## src/rtl/main_fsm.sv

```systemverilog
// ----------------------------------------------------------------------------
// main_fsm
// Multicycle RISC-V control state machine. Steps each instruction through
// fetch, decode, execute, memory and writeback, one state per clock. It drives
// the datapath enables and mux selects, the 2-bit ALUOp for the ALU decoder,
// and the immediate format. MemReady lets instruction and data memory stretch
// FETCH, MEMREAD and MEMWRITE over several cycles.
//
// Ports
//   clk        in   rising-edge clock
//   reset      in   synchronous active-high reset
//   op[6:0]    in   Instr[6:0] from the instruction register
//   Zero       in   ALU zero flag (used in BEQ only)
//   MemReady   in   memory access completes this cycle
//   PCWrite    out  PC register enable
//   AdrSrc     out  memory address select (0 = PC, 1 = ALUOut)
//   IRWrite    out  instruction register enable (also latches OldPC)
//   MemWrite   out  data memory write strobe
//   RegWrite   out  register file write enable
//   ResultSrc  out  result mux select (00 ALUOut, 01 Data, 10 ALUResult)
//   ALUSrcA    out  ALU A select (00 PC, 01 OldPC, 10 rs1)
//   ALUSrcB    out  ALU B select (00 rs2, 01 ImmExt, 10 const 4)
//   ALUOp      out  ALU decoder op (00 add, 01 sub, 10 funct-decoded)
//   ImmSrc     out  immediate format (00 I, 01 S, 10 B, 11 J)
//   IllegalOp  out  one-cycle pulse in DECODE on an unsupported opcode
//   State[3:0] out  current state, for debug
// ----------------------------------------------------------------------------
module main_fsm (
  input  logic       clk,
  input  logic       reset,
  input  logic [6:0] op,
  input  logic       Zero,
  input  logic       MemReady,
  output logic       PCWrite,
  output logic       AdrSrc,
  output logic       IRWrite,
  output logic       MemWrite,
  output logic       RegWrite,
  output logic [1:0] ResultSrc,
  output logic [1:0] ALUSrcA,
  output logic [1:0] ALUSrcB,
  output logic [1:0] ALUOp,
  output logic [1:0] ImmSrc,
  output logic       IllegalOp,
  output logic [3:0] State
);

  localparam logic [6:0] OP_LW   = 7'b0000011;
  localparam logic [6:0] OP_SW   = 7'b0100011;
  localparam logic [6:0] OP_R    = 7'b0110011;
  localparam logic [6:0] OP_I    = 7'b0010011;
  localparam logic [6:0] OP_BEQ  = 7'b1100011;
  localparam logic [6:0] OP_JAL  = 7'b1101111;

  typedef enum logic [3:0] {
    FETCH    = 4'd0,
    DECODE   = 4'd1,
    MEMADR   = 4'd2,
    MEMREAD  = 4'd3,
    MEMWB    = 4'd4,
    MEMWRITE = 4'd5,
    EXECUTER = 4'd6,
    EXECUTEI = 4'd7,
    ALUWB    = 4'd8,
    BEQ      = 4'd9,
    JAL      = 4'd10
  } state_t;

  state_t state_reg;
  state_t state_next;
  logic   pc_update;
  logic   branch;

  always_ff @(posedge clk) begin
    if (reset) begin
      state_reg <= FETCH;
    end else begin
      state_reg <= state_next;
    end
  end

  always_comb begin
    state_next = FETCH;
    AdrSrc     = 1'b0;
    IRWrite    = 1'b0;
    MemWrite   = 1'b0;
    RegWrite   = 1'b0;
    ResultSrc  = 2'b00;
    ALUSrcA    = 2'b00;
    ALUSrcB    = 2'b00;
    ALUOp      = 2'b00;
    IllegalOp  = 1'b0;
    pc_update  = 1'b0;
    branch     = 1'b0;

    case (state_reg)
      FETCH: begin
        ALUSrcB   = 2'b10;
        ResultSrc = 2'b10;
        IRWrite   = MemReady;
        pc_update = MemReady;
        state_next = MemReady ? DECODE : FETCH;
      end
      DECODE: begin
        // Precompute the branch target OldPC + ImmExt while decoding.
        ALUSrcA = 2'b01;
        ALUSrcB = 2'b01;
        case (op)
          OP_LW, OP_SW: state_next = MEMADR;
          OP_R:         state_next = EXECUTER;
          OP_I:         state_next = EXECUTEI;
          OP_BEQ:       state_next = BEQ;
          OP_JAL:       state_next = JAL;
          default: begin
            state_next = FETCH;
            IllegalOp  = 1'b1;
          end
        endcase
      end
      MEMADR: begin
        ALUSrcA    = 2'b10;
        ALUSrcB    = 2'b01;
        // op[5] separates sw (0100011) from lw (0000011).
        state_next = op[5] ? MEMWRITE : MEMREAD;
      end
      MEMREAD: begin
        AdrSrc     = 1'b1;
        state_next = MemReady ? MEMWB : MEMREAD;
      end
      MEMWB: begin
        ResultSrc  = 2'b01;
        RegWrite   = 1'b1;
        state_next = FETCH;
      end
      MEMWRITE: begin
        AdrSrc     = 1'b1;
        MemWrite   = 1'b1;
        state_next = MemReady ? FETCH : MEMWRITE;
      end
      EXECUTER: begin
        ALUSrcA    = 2'b10;
        ALUOp      = 2'b10;
        state_next = ALUWB;
      end
      EXECUTEI: begin
        ALUSrcA    = 2'b10;
        ALUSrcB    = 2'b01;
        ALUOp      = 2'b10;
        state_next = ALUWB;
      end
      ALUWB: begin
        RegWrite   = 1'b1;
        state_next = FETCH;
      end
      BEQ: begin
        ALUSrcA    = 2'b10;
        ALUOp      = 2'b01;
        branch     = 1'b1;
        state_next = FETCH;
      end
      JAL: begin
        // ALU forms the link value OldPC + 4; PC takes the target from ALUOut.
        ALUSrcA    = 2'b01;
        ALUSrcB    = 2'b10;
        pc_update  = 1'b1;
        state_next = ALUWB;
      end
      default: state_next = FETCH;
    endcase

    // Reset shows FETCH selects but suppresses every strobe, so an abandoned
    // instruction cannot write anything during the reset cycle.
    if (reset) begin
      AdrSrc    = 1'b0;
      ResultSrc = 2'b10;
      ALUSrcA   = 2'b00;
      ALUSrcB   = 2'b10;
      ALUOp     = 2'b00;
      IRWrite   = 1'b0;
      MemWrite  = 1'b0;
      RegWrite  = 1'b0;
      IllegalOp = 1'b0;
      pc_update = 1'b0;
      branch    = 1'b0;
    end
  end

  assign PCWrite = pc_update | (branch & Zero);
  assign State   = state_reg;

  // Immediate format follows the opcode alone, not the state.
  always_comb begin
    ImmSrc = 2'b00;
    case (op)
      OP_SW:   ImmSrc = 2'b01;
      OP_BEQ:  ImmSrc = 2'b10;
      OP_JAL:  ImmSrc = 2'b11;
      default: ImmSrc = 2'b00;
    endcase
  end

endmodule
```

## config.mk

```make
export PLATFORM = sky130hd
export DESIGN_NAME = main_fsm
export DESIGN_NICKNAME = d
export VERILOG_FILES = /design/src/rtl/main_fsm.sv
export SDC_FILE = /design/constraint.sdc
export NUM_CORES = 1
export LEC_CHECK = 0
export ABC_AREA = 0
export BUFFER_PORTS_ARGS = -buffer_cell sky130_fd_sc_hd__buf_2
export CORE_MARGIN = 5
export CORE_UTILIZATION = 30
export DETAILED_ROUTE_END_ITERATION = 12
export SETUP_SLACK_MARGIN = 0.15
export SYNTH_ARGS = -nofsm -noshare
export SYNTH_HDL_FRONTEND = slang
export SYNTH_SLANG_ARGS = --single-unit
```

## constraint.sdc

```tcl
create_clock -name clk -period 2.4 [get_ports clk]
set_clock_uncertainty 0.1 [all_clocks]
set_input_delay 0.24 -clock clk [delete_from_list [all_inputs] [get_ports clk]]
set_output_delay 0.24 -clock clk [all_outputs]
set_load 0.005 [all_outputs]
```

### After elaboration in Yosys (flattened, before gate mapping)

Cells that the tools add are included.

* bits in registers: 4
* input port bits: 11
* output and inout port bits: 20
* logic and storage cells: 60

* equality and inequality tests: 16
* multiplexer cells: 30
* bitwise logic cells: 2
* reduce and logical (&&, ||, !) cells: 11

Operators by type and width (number)
* 4-bit case mux with 6 select lines: 1
* 4-bit case mux with 5 select lines: 1
* 4-bit by 3-bit == test with 1-bit output, second input constant: 4
* 2-bit case mux with 2 select lines: 4
* 1-bit 2-to-1 mux: 15
* 7-bit by 6-bit == test with 1-bit output, second input constant: 2
* 7-bit == test, second input constant: 2
* 4-bit == test, second input constant: 3
* 2-bit OR reduction: 6
* 3-bit 2-to-1 mux: 3
* 4-bit by 2-bit == test with 1-bit output, second input constant: 2
* 2-bit 2-to-1 mux: 4
* 7-bit by 2-bit == test with 1-bit output, second input constant: 1
* 7-bit by 5-bit == test with 1-bit output, second input constant: 1
* 2-bit case mux with 3 select lines: 1
* 3-bit OR reduction: 2
* 6-bit OR reduction: 1
* 4-bit by 1-bit == test with 1-bit output, second input constant: 1
* 4-bit zero test: 1
* 4-bit OR reduction: 1
* 1-bit case mux with 2 select lines: 1
* 1-bit AND: 1
* 1-bit OR: 1

### Longest topological paths before layout

* word-level depth: 5
* gate-level depth with buffers: 5
* mapped depth without buffers: 3

### Least setup slack after synthesis

OpenSTA, ideal clock, no wires.

* path type: register to register
* from: register state_reg[0] (netlist: State[0])
* to: register state_reg[2] (netlist: State[2])
* library setup time: 0.086 ns
* arrival time: 1.618 ns
* data required time: 2.214 ns
* path slack: 0.596 ns
* cell stages (with the launch flop): 4
* buffers on the path: 0
* clock period less this slack: 1.804 ns
* cell sequence: dfxtp_1 or4b_4 or4b_1 a221oi_2

* word-level cells in the longest chain between the ends: 3
* elaborated cells between the ends (all ways): 10
* classes of those cells: eq/ne: 7; mux: 1; reduce/logical: 2

RTL lines
* from (decl): line 69 `state_t state_reg;`
* from (signal assigned): line 78 `state_reg <= state_next;`
* 4-bit == test or 4-bit by 3-bit == test with 1-bit output (tied branches): line 96 `case (state_reg)`
* 3-bit OR reduction (no source line)
* 4-bit case mux with 6 select lines *: line 96

Every way passes the cells marked *; elsewhere a longest branch is shown, timed or not.
A chain may end at the register's enable or synchronous reset.

### Final worst setup path

* from: register state_reg[3] (netlist: State[3])
* to: output port PCWrite

* word-level cells in the longest chain between the ends: 5
* elaborated cells between the ends (all ways): 9
* classes of those cells: eq/ne: 2; mux: 4; bitwise: 2; reduce/logical: 1

RTL lines
* 4-bit == test: line 96
* 1-bit 2-to-1 mux: line 96
* 1-bit 2-to-1 mux: line 173 `if (reset) begin`
* 1-bit AND: line 188 `assign PCWrite = pc_update | (branch & Zero);`
* 1-bit OR *: line 188
* to (decl): line 34 `output logic PCWrite,`

Marked as above.

==> reports/summary.txt <==
PD cells = 280.8 nW/um^2
Max Freq = 478.3 MHz
Largest net degree at the start of global routing = 22
FF-to-FF setup slack = 430 ps
CTS tree = yes
Synth Flop Type = dfxtp_1
Power consumption = 215.0 uW
Post-CTS Setup Repair Bufs = 0
Cell Area, Synth = 566.8 um^2
CTS Buf Count = 3
Reg2Reg Depth = 3
Worst VDD drop = 0.0001635 V
Routed vias/inst = 5.288
Placer Congestion = 0.7424
First-pass GRT wire length = 2684 um
CP startpoint kind = flop
Finished Core Util = 0.4340
Post-route cell area = 765.7 um^2
Die W = 53.47 um
Syn Inst Count = 78
MaxCap Viol Count = 0
Max FFs per register = 4
Final hold slack = 235.6 ps
Crit-path slowest cell = dfxtp_1
Core ar. = 1764 um^2
Setup Viol. Count Final = 0
Vias = 698
Cell family with the largest share of critical-path delay = flip-flops
Die ar. = 2859 um^2
Post-DP Area = 743.2 um^2
Status = finished, final reports clean
Critical Path Stages = 4
Worst path required time = 2060 ps
Worst reg2reg path startpoint = State[3]
Final Cycle Share = 0.8711
Cells along the critical path = inv_1 -> or3_1 -> o21bai_1 -> buf_2
CTS sink count = 4
Number of global-route vias before repair = 609
Antenna diodes = 0
Antenna violations before repair = 0
Clk_lat worst skew = 240 ps
Worst Setup EP = PCWrite
Grt ovf = 0
RSZ-0062 raised after global routing = false
Worst Hold Class = in2reg
Area contributors post-synth = dfxtp_1, nor3_1, clkbuf_1
Fraction of layout instances using a drive strength above 1 = 0.3738
RR Endpoint = State[2]
Total GRT Usage = 0.1243
Critical path arrival = 1750 ps
I/O Pins = 31
Yosys reg bits = 4
Area Growth Syn to Fin = 35.10%
Largest area contributor in the netlist = dfxtp_1
CP Capture Type = primary output
Per-cell routed wire length = 12.59 um
Bufs and invs on worst path = 2
Clock root buffer = clkbuf_4
Hold_buf cts = 0
Row cnt = 15
Lkg Pwr = 0.0003664 uW
Final Hold Viols = 0
HPWL Detailed = 1253 um
Final ANT Viol Nets = 0
IO buf count = 30
Share of flip-flops with an asynchronous set or reset = 0
Most instantiated cells after synthesis = clkbuf_1, nand2_1, nor2_1, nor3_1, dfxtp_1
CTS Buffer Depth = 2
Initial core utilization = 0.3213
Syn Nets = 89
Period minus WS final = 2091 ps
Number of flops mapped to enable cells by yosys = 0
# DRC = 0
Largest stage delay, worst path = 590 ps
Seq/Total Area, Yosys = 0.1413
Die Span Y = 53.47 um
Nets@finish = 120
H-tree depth = 1
Setup TNS = 0 ps
Crit Path Class = reg2out
Clock slew at reported path FFs = 40 ps
Number of DRC markers in iteration 0 = 19
Worst-Margin Slew = 442.9 ps
Worst setup path start = State[3]
Max transition margin = 0.7043
Routed WL = 1662 um
Yosys warns = 0
Count of pins over their slew limit = 0
Syn Area/Cell = 7.267 um^2
Synth top area share = 0.1413
Initial DRT Pass Iterations = 4
Distinct cells, synth = 43
CP Max Fanout = 14
Post-CTS resize count = 0
-- metal layers --
layer  wire length [um]  global-route usage  vias to the layer above  share of wire
li1                   -                   -                      356              -
met1                829              0.1683                      309           0.50
met2                678              0.1796                       29           0.41
met3                135             0.03662                        4          0.081
met4                 19             0.05106                        0          0.011
met5                  0                   0                        -              0
-- cell usage in the layout (no fill, tap or decap), types with 2 or more instances in the layout --
cell	count
inv_1	2
nor4_1	3
nand2_1	5
dfxtp_1	4
or2b_1	2
a21oi_1	3
nor3_1	5
o21bai_1	2
nor2b_1	3
and3_1	2
nor2_1	5
nor3b_1	2
xnor2_1	2
xor2_1	2
and3b_1	2
clkbuf_4	3
o21ai_0	3
buf_2	30
buf_4	3
-- worst register-to-register path, stage by stage (launching register included) --
cell	delay, ps
dfxtp_1	440
or4b_4	610
or4b_1	490
a221oi_2	240
-- cell families (layout without fill, tap and decap cells) --
family | after synthesis | after routing | synth area share
AOI/OAI and AO/OA | 17 | 17 | 0.2230
xor gates and xnor gates | 4 | 4 | 0.06182
buffers and inverters | 9 | 38 | 0.06180
DFF | 4 | 4 | 0.1413
muxes | 2 | 2 | 0.03753
and+or+nand+nor | 42 | 42 | 0.4746
-- power by group --
group / switching, uW / internal, uW
Clock: 30.1 / 56.1
Sequential: 0.713 / 68.1
Combinational: 31.9 / 28.2
Total: 62.7 / 152
-- metrics by stage --
step	cells	setup slack [ps]
floorplan	78	595.5
global placement	129	475.3
detailed placement	129	443.4
CTS	132	302.9
global route	132	159.5
finish	132	309.4
-- cell type report --
cell class | count | area, um^2
Timing Repair Buffer | 33 | 172.7
Inverter | 2 | 7.507
Sequential cell | 4 | 80.08
Tap cell | 25 | 31.28
Fill cell | 224 | 998.5
Clock buffer | 3 | 22.52
Multi-Input combinational cell | 65 | 451.7
-- how the worst min path moves through the flow --
stage                      from        to  slack, ps  cells after the start
after floorplan           op[6]  State[2]        350                      2
after global placement    reset  State[2]        470                      2
after detailed placement  reset  State[2]        480                      2
after CTS                 reset  State[2]        230                      2
after global routing      reset  State[2]        250                      2
final                     reset  State[2]        240                      2
No activity file was read; power rests on OpenSTA's default activity.
